`src/rtl/neg_mul_sequencer_if.sv`:
```
// neg_mul_sequencer_if: start/busy/done handshake, operands, product and shared negation-unit link
interface neg_mul_sequencer_if #(parameter int W = 32);
    logic           start;
    logic [W-1:0]   op_a;
    logic [W-1:0]   op_b;
    logic           busy;
    logic           done;
    logic [2*W-1:0] product;
    logic           neg_req;
    logic [63:0]    neg_in;
    logic [63:0]    neg_out;
    modport master (
        output start, op_a, op_b, neg_out,
        input  busy, done, product, neg_req, neg_in
    );
    modport slave (
        input  start, op_a, op_b, neg_out,
        output busy, done, product, neg_req, neg_in
    );
endinterface

```
`src/rtl/neg_mul_sequencer.sv`:
```
// neg_mul_sequencer: fixed-latency signed W x W -> 2W multiplier sharing an external negation unit
module neg_mul_sequencer #(
    parameter int W = 32
) (
    input logic clk,
    input logic rst_n,
    neg_mul_sequencer_if.slave bus
);
    localparam int CW = $clog2(W);
    localparam logic [2:0] IDLE  = 3'd0;
    localparam logic [2:0] NEG_A = 3'd1;
    localparam logic [2:0] NEG_B = 3'd2;
    localparam logic [2:0] MUL   = 3'd3;
    localparam logic [2:0] NEG_P = 3'd4;
    localparam logic [2:0] DONE  = 3'd5;
    logic [2:0]     state;
    logic [W-1:0]   a_r, b_r, mag_a, mag_b;
    logic           sign;
    logic [2*W-1:0] acc, product;
    logic [CW-1:0]  cnt;
    assign bus.busy    = state == NEG_A || state == NEG_B || state == MUL || state == NEG_P;
    assign bus.done    = state == DONE;
    assign bus.neg_req = state == NEG_A || state == NEG_B || state == NEG_P;
    assign bus.product = product;
    always_comb begin
        bus.neg_in = state == NEG_A ? 64'(a_r) :
                     state == NEG_B ? 64'(b_r) :
                     state == NEG_P ? 64'(acc) : 64'd0;
    end
    always_ff @(posedge clk or negedge rst_n) begin
        if (!rst_n) begin
            state   <= IDLE;
            a_r     <= '0;
            b_r     <= '0;
            mag_a   <= '0;
            mag_b   <= '0;
            sign    <= 1'b0;
            acc     <= '0;
            cnt     <= '0;
            product <= '0;
        end else begin
            case (state)
                IDLE: if (bus.start) begin
                    a_r   <= bus.op_a;
                    b_r   <= bus.op_b;
                    sign  <= bus.op_a[W-1] ^ bus.op_b[W-1];
                    state <= NEG_A;
                end
                NEG_A: begin
                    mag_a <= a_r[W-1] ? bus.neg_out[W-1:0] : a_r;
                    state <= NEG_B;
                end
                NEG_B: begin
                    mag_b <= b_r[W-1] ? bus.neg_out[W-1:0] : b_r;
                    acc   <= '0;
                    cnt   <= '0;
                    state <= MUL;
                end
                MUL: begin
                    // -2^(W-1) negates to itself; as an unsigned magnitude it is exact
                    if (mag_b[0]) acc <= acc + ((2*W)'(mag_a) << cnt);
                    mag_b <= mag_b >> 1;
                    cnt   <= cnt + CW'(1);
                    if (cnt == CW'(W-1)) state <= NEG_P;
                end
                NEG_P: begin
                    product <= sign ? bus.neg_out[2*W-1:0] : acc;
                    state   <= DONE;
                end
                default: state <= IDLE;
            endcase
        end
    end
endmodule

```
`src/flat_wrapper.sv`:
```
// flat-port wrapper written by rule: the top's interface ports become plain ports
module neg_mul_sequencer_flat 
#(
    parameter int W = 32
)
  (clk, rst_n, bus_start, bus_op_a, bus_op_b, bus_neg_out, bus_busy, bus_done, bus_product, bus_neg_req, bus_neg_in);
  neg_mul_sequencer_if #(.W(W)) bus_i ();
  input logic clk;
  input logic rst_n;
  input wire logic [$bits(bus_i.start)-1:0] bus_start;
  input wire logic [$bits(bus_i.op_a)-1:0] bus_op_a;
  input wire logic [$bits(bus_i.op_b)-1:0] bus_op_b;
  input wire logic [$bits(bus_i.neg_out)-1:0] bus_neg_out;
  output wire logic [$bits(bus_i.busy)-1:0] bus_busy;
  output wire logic [$bits(bus_i.done)-1:0] bus_done;
  output wire logic [$bits(bus_i.product)-1:0] bus_product;
  output wire logic [$bits(bus_i.neg_req)-1:0] bus_neg_req;
  output wire logic [$bits(bus_i.neg_in)-1:0] bus_neg_in;
  assign bus_i.start = bus_start;
  assign bus_i.op_a = bus_op_a;
  assign bus_i.op_b = bus_op_b;
  assign bus_i.neg_out = bus_neg_out;
  assign bus_busy = bus_i.busy;
  assign bus_done = bus_i.done;
  assign bus_product = bus_i.product;
  assign bus_neg_req = bus_i.neg_req;
  assign bus_neg_in = bus_i.neg_in;
  neg_mul_sequencer #(.W(W)) u_core (.clk(clk), .rst_n(rst_n), .bus(bus_i));
endmodule
```
`config.mk`:
```
export PLATFORM = sky130hd
export DESIGN_NAME = neg_mul_sequencer_flat
export DESIGN_NICKNAME = d
export VERILOG_FILES = /design/src/rtl/neg_mul_sequencer_if.sv /design/src/rtl/neg_mul_sequencer.sv /design/src/flat_wrapper.sv
export SDC_FILE = /design/constraint.sdc
export NUM_CORES = 1
export LEC_CHECK = 0
export CAP_MARGIN = 20
export CORE_MARGIN = 8
export CORE_UTILIZATION = 45
export CTS_BUF_LIST = sky130_fd_sc_hd__clkbuf_2 sky130_fd_sc_hd__clkbuf_4 sky130_fd_sc_hd__clkbuf_8
export DETAILED_ROUTE_END_ITERATION = 10
export GPL_ROUTABILITY_DRIVEN = 0
export GPL_TIMING_DRIVEN = 0
export PLACE_DENSITY = 0.8
export SYNTH_ARGS = -nofsm -noshare
export SYNTH_HDL_FRONTEND = slang
export SYNTH_SLANG_ARGS = --single-unit
```
`constraint.sdc`:
```
create_clock -name clk -period 4.78 [get_ports clk]
set_input_delay 0.956 -clock clk [delete_from_list [all_inputs] [get_ports clk]]
set_output_delay 0.956 -clock clk [all_outputs]
set_load 0.01 [all_outputs]
```
==> flow_summary.json, run 1 <==
{
  "grt_pass1_vias": 17277,
  "p_sw_frac": 0.493,
  "path_buf_inv": 2,
  "area_growth_pct": 26.8,
  "syn_avg_cell_area_um2": 8.88,
  "die_y_um": 215,
  "combPwrFrac": 0.645,
  "slowest_delay_ps": 480,
  "clk_path_buf_depth": 3,
  "final-setup-viol-count": 0,
  "rows": 72,
  "p_seq_frac": 0.208,
  "grt_first_pass_wirelength_um": 98600,
  "fmax_ghz": 0.210,
  "critPathTopFamily": "compound AO/OA/AOI/OAI gates",
  "ant_nets": 0,
  "hold_path_class": "primary input to async pin",
  "final_hold_viol_count": 0,
  "start_kind": "flop",
  "switchingPower_mw": 8.44,
  "yosysTopAreaCellShare": 0.373,
  "fin_crit_sh": 0.995,
  "cts_tree": "yes",
  "crit_type": "flop to flop",
  "synth_area_leaders": "dfrtp_1 (37%), mux2i_1 (9.5%), a21oi_1 (6.0%)",
  "synthArstFlopShare": 1.00,
  "ys_warn_count": 0,
  "cp-end-kind": "flop",
  "period_minus_slack_ps": 4760,
  "internal_power_mw": 8.67,
  "viasPerCell": 6.22,
  "tns_ps": 0,
  "yosysTopAreaCell": "dfrtp_1",
  "drv_slew": 0,
  "syn_inst": 2000,
  "critPathMaxFanout": 8,
  "required_ps": 5320,
  "clock-sinks": 265,
  "clkPwrFrac": 0.147,
  "cts-root-buf": "clkbuf_8",
  "ys_ff_latch": 265,
  "dp_hpwl_um": 48600,
  "portBuffers": 261,
  "ys_top_cells_by_count": "dfrtp_1 (265), a21oi_1 (214), nor2_1 (202), mux2i_1 (168), nand2_1 (168)",
  "io_pins": 262,
  "power.density_nw_per_um2": 760,
  "grt_max_degree": 122,
  "maxSlewHeadroom": 0.327,
  "wl_per_cell_um": 22.5,
  "grt_overflow": 0,
  "path_cells": "clkbuf_1 -> clkinv_1 -> nor3_1 -> a21oi_2 -> mux2_2 -> nor2_1 -> ha_1 -> a21oi_1 -> o21bai_1 -> o211a_1 -> a311o_1 -> a41o_4 -> a31oi_4 -> o21ai_1 -> or4b_1 -> nand3_1",
  "clk_latency_ps": 650,
  "die_w_um": 215,
  "peakVddDrop_v": 0.000473,
  "fillerInstances": 3266,
  "cts.hold.buffers_added": 0,
  "remaining_drc_errors": 0,
  "postSynth.topFlopCell": "dfrtp_1",
  "maxCapViolCount": 0,
  "dp.cells": 2782,
  "htreeDepth": 2,
  "nets": 2512,
  "dieArea_um2": 46100,
  "yosysSeqAreaShare": 0.373,
  "r2r_setup_slack_ps": 20,
  "yosysMostFrequentCell": "dfrtp_1",
  "antenna_found_initial": 0,
  "wirelength_um": 64600,
  "syn-num-nets": 2197,
  "multiInputGateArea_um2": 10600,
  "firstDrtPassIters": 8,
  "stdcell_count": 2871,
  "synth_cell_type_count": 69,
  "coreArea_um2": 38800,
  "worstMarginPinSlew_ps": 1010,
  "status": "completed",
  "start_util": 0.458,
  "synth_edf_count": 0,
  "synth_area_um2": 17800,
  "cts_buffers": 47,
  "diodes": 0,
  "track_usage": 0.264,
  "leakage_nw": 9.55,
  "arrival_ps": 5300,
  "critPathSlowestCell": "or4b_1",
  "regArea_um2": 6630,
  "vias": 17844,
  "clk_pin_slew_ps": 60,
  "first_iter_violations": 1948,
  "skew_ps": 43.3,
  "drive_gt1_frac": 0.119
}
logic make-up after synthesis:
family / count (synthesis) / share of synthesized area
mux: 272 / 0.171
buf+inv: 183 / 0.0390
xor+xnor: 56 / 0.0276
flops: 265 / 0.373
simple gates: 568 / 0.145
compound gates: 590 / 0.197
fa+ha+maj: 66 / 0.0469
state kept, by name, indices dropped and copies added, names as in the netlist:
register	count
u_core.mag_a	32
u_core.state	3
u_core.a_r	32
u_core.acc	64
u_core.bus.product	64
u_core.cnt	5
u_core.sign	1
u_core.b_r	32
u_core.mag_b	32
worst register-to-register path: cells and delay by family, from the launching register on:
family / cells / cell delay [ps]
multiplexers: 1 / 310
AO/OA/AOI/OAI: 8 / 1860
adder cells (fa/ha/maj): 1 / 370
buffers and inverters: 2 / 670
flip-flops: 1 / 320
AND/OR/NAND/NOR: 4 / 1160
power by group through the flow:
stage / combinational [mW] / clock (mW) / sequential (mW)
after CTS: 10.2 / 2.53 / 3.51
after floorplan: 7.59 / 0 / 3.20
after global routing: 11.9 / 2.64 / 3.60
final: 11.0 / 2.51 / 3.57
after global placement: 9.84 / 0 / 3.51
after detailed placement: 10.1 / 0 / 3.54
per-layer routing:
layer | up-vias | GRT usage | part of all wire
met4 | 0 | 0.128 | 0.054
met2 | 1195 | 0.414 | 0.45
met3 | 243 | 0.0722 | 0.11
met5 | - | 0 | 0
met1 | 8531 | 0.334 | 0.39
li1 | 7875 | - | -
placed cells by master (no fill, tap or decap), types with 15 or more instances in the layout:
master,Yosys,final
dfrtp_1,265,264
clkdlybuf4s50_1,0,260
a21oi_1,214,206
nor2_1,202,200
nand2_1,168,168
mux2i_1,168,160
o21ai_0,164,157
clkbuf_1,138,119
mux2_2,87,86
clkbuf_8,0,63
ha_1,65,61
nand3_1,59,59
and3_1,50,50
a21o_1,49,49
a22oi_1,33,33
xnor2_1,32,32
xor2_1,24,24
nand4_1,21,21
inv_1,20,20
o21ai_1,14,20
o22ai_1,20,19
mux4_2,17,17
o21bai_1,15,15
metrics by stage:
step	hold slack [ps]	total power, mW	setup WS [ps]	instance area [um^2]	utilization
after detailed placement	471	13.6	-926	21100	0.543
after floorplan	450	10.8	79.4	17800	-
final	189	17.1	24.1	22500	0.580
after global placement	461	13.3	-8530	21000	0.542
after global routing	192	18.2	-101	22500	0.580
after CTS	177	16.3	2.36	22300	0.574
worst paths after layout:
| check | start | endpoint | depth (start not counted) |
|---|---|---|---|
| min reg2reg | u_core.mag_b[6] | u_core.mag_b[6] | 2 |
| max | u_core.cnt[2] | u_core.acc[58] | 16 |
| min in group clk | u_core.mag_b[6] | u_core.mag_b[6] | 2 |
| max reg2reg | u_core.cnt[2] | u_core.acc[58] | 16 |
| min | rst_n | u_core.acc[33] | 1 |
| max in group asynchronous | rst_n | u_core.acc[16] | 2 |
layout make-up:
cell class	count	share of cell area
well taps	518	0.0288
multi-input cells	1552	0.471
clock buffers	71	0.0412
clock inverters	16	0.00878
inverters	21	0.00350
plain buffers	155	0.0289
repair buffers	273	0.123
flip-flops and latches	265	0.294
what timing repair did:
action                                  in CTS  in global routing
pin swaps                                    0                  4
setup buffers                                3                  5
gates cloned                                 0                  1
resized for setup                           21                 69
endpoints found under the setup margin      67                 30
Power figures use the tool's default switching activity.
==> run 2: changes to the inputs <==
Settings changed: HOLD_SLACK_MARGIN from default to 0.03.
==> results of run 2 <==
Same layout as run 1: the final DEF is identical, and so are final timing and power.
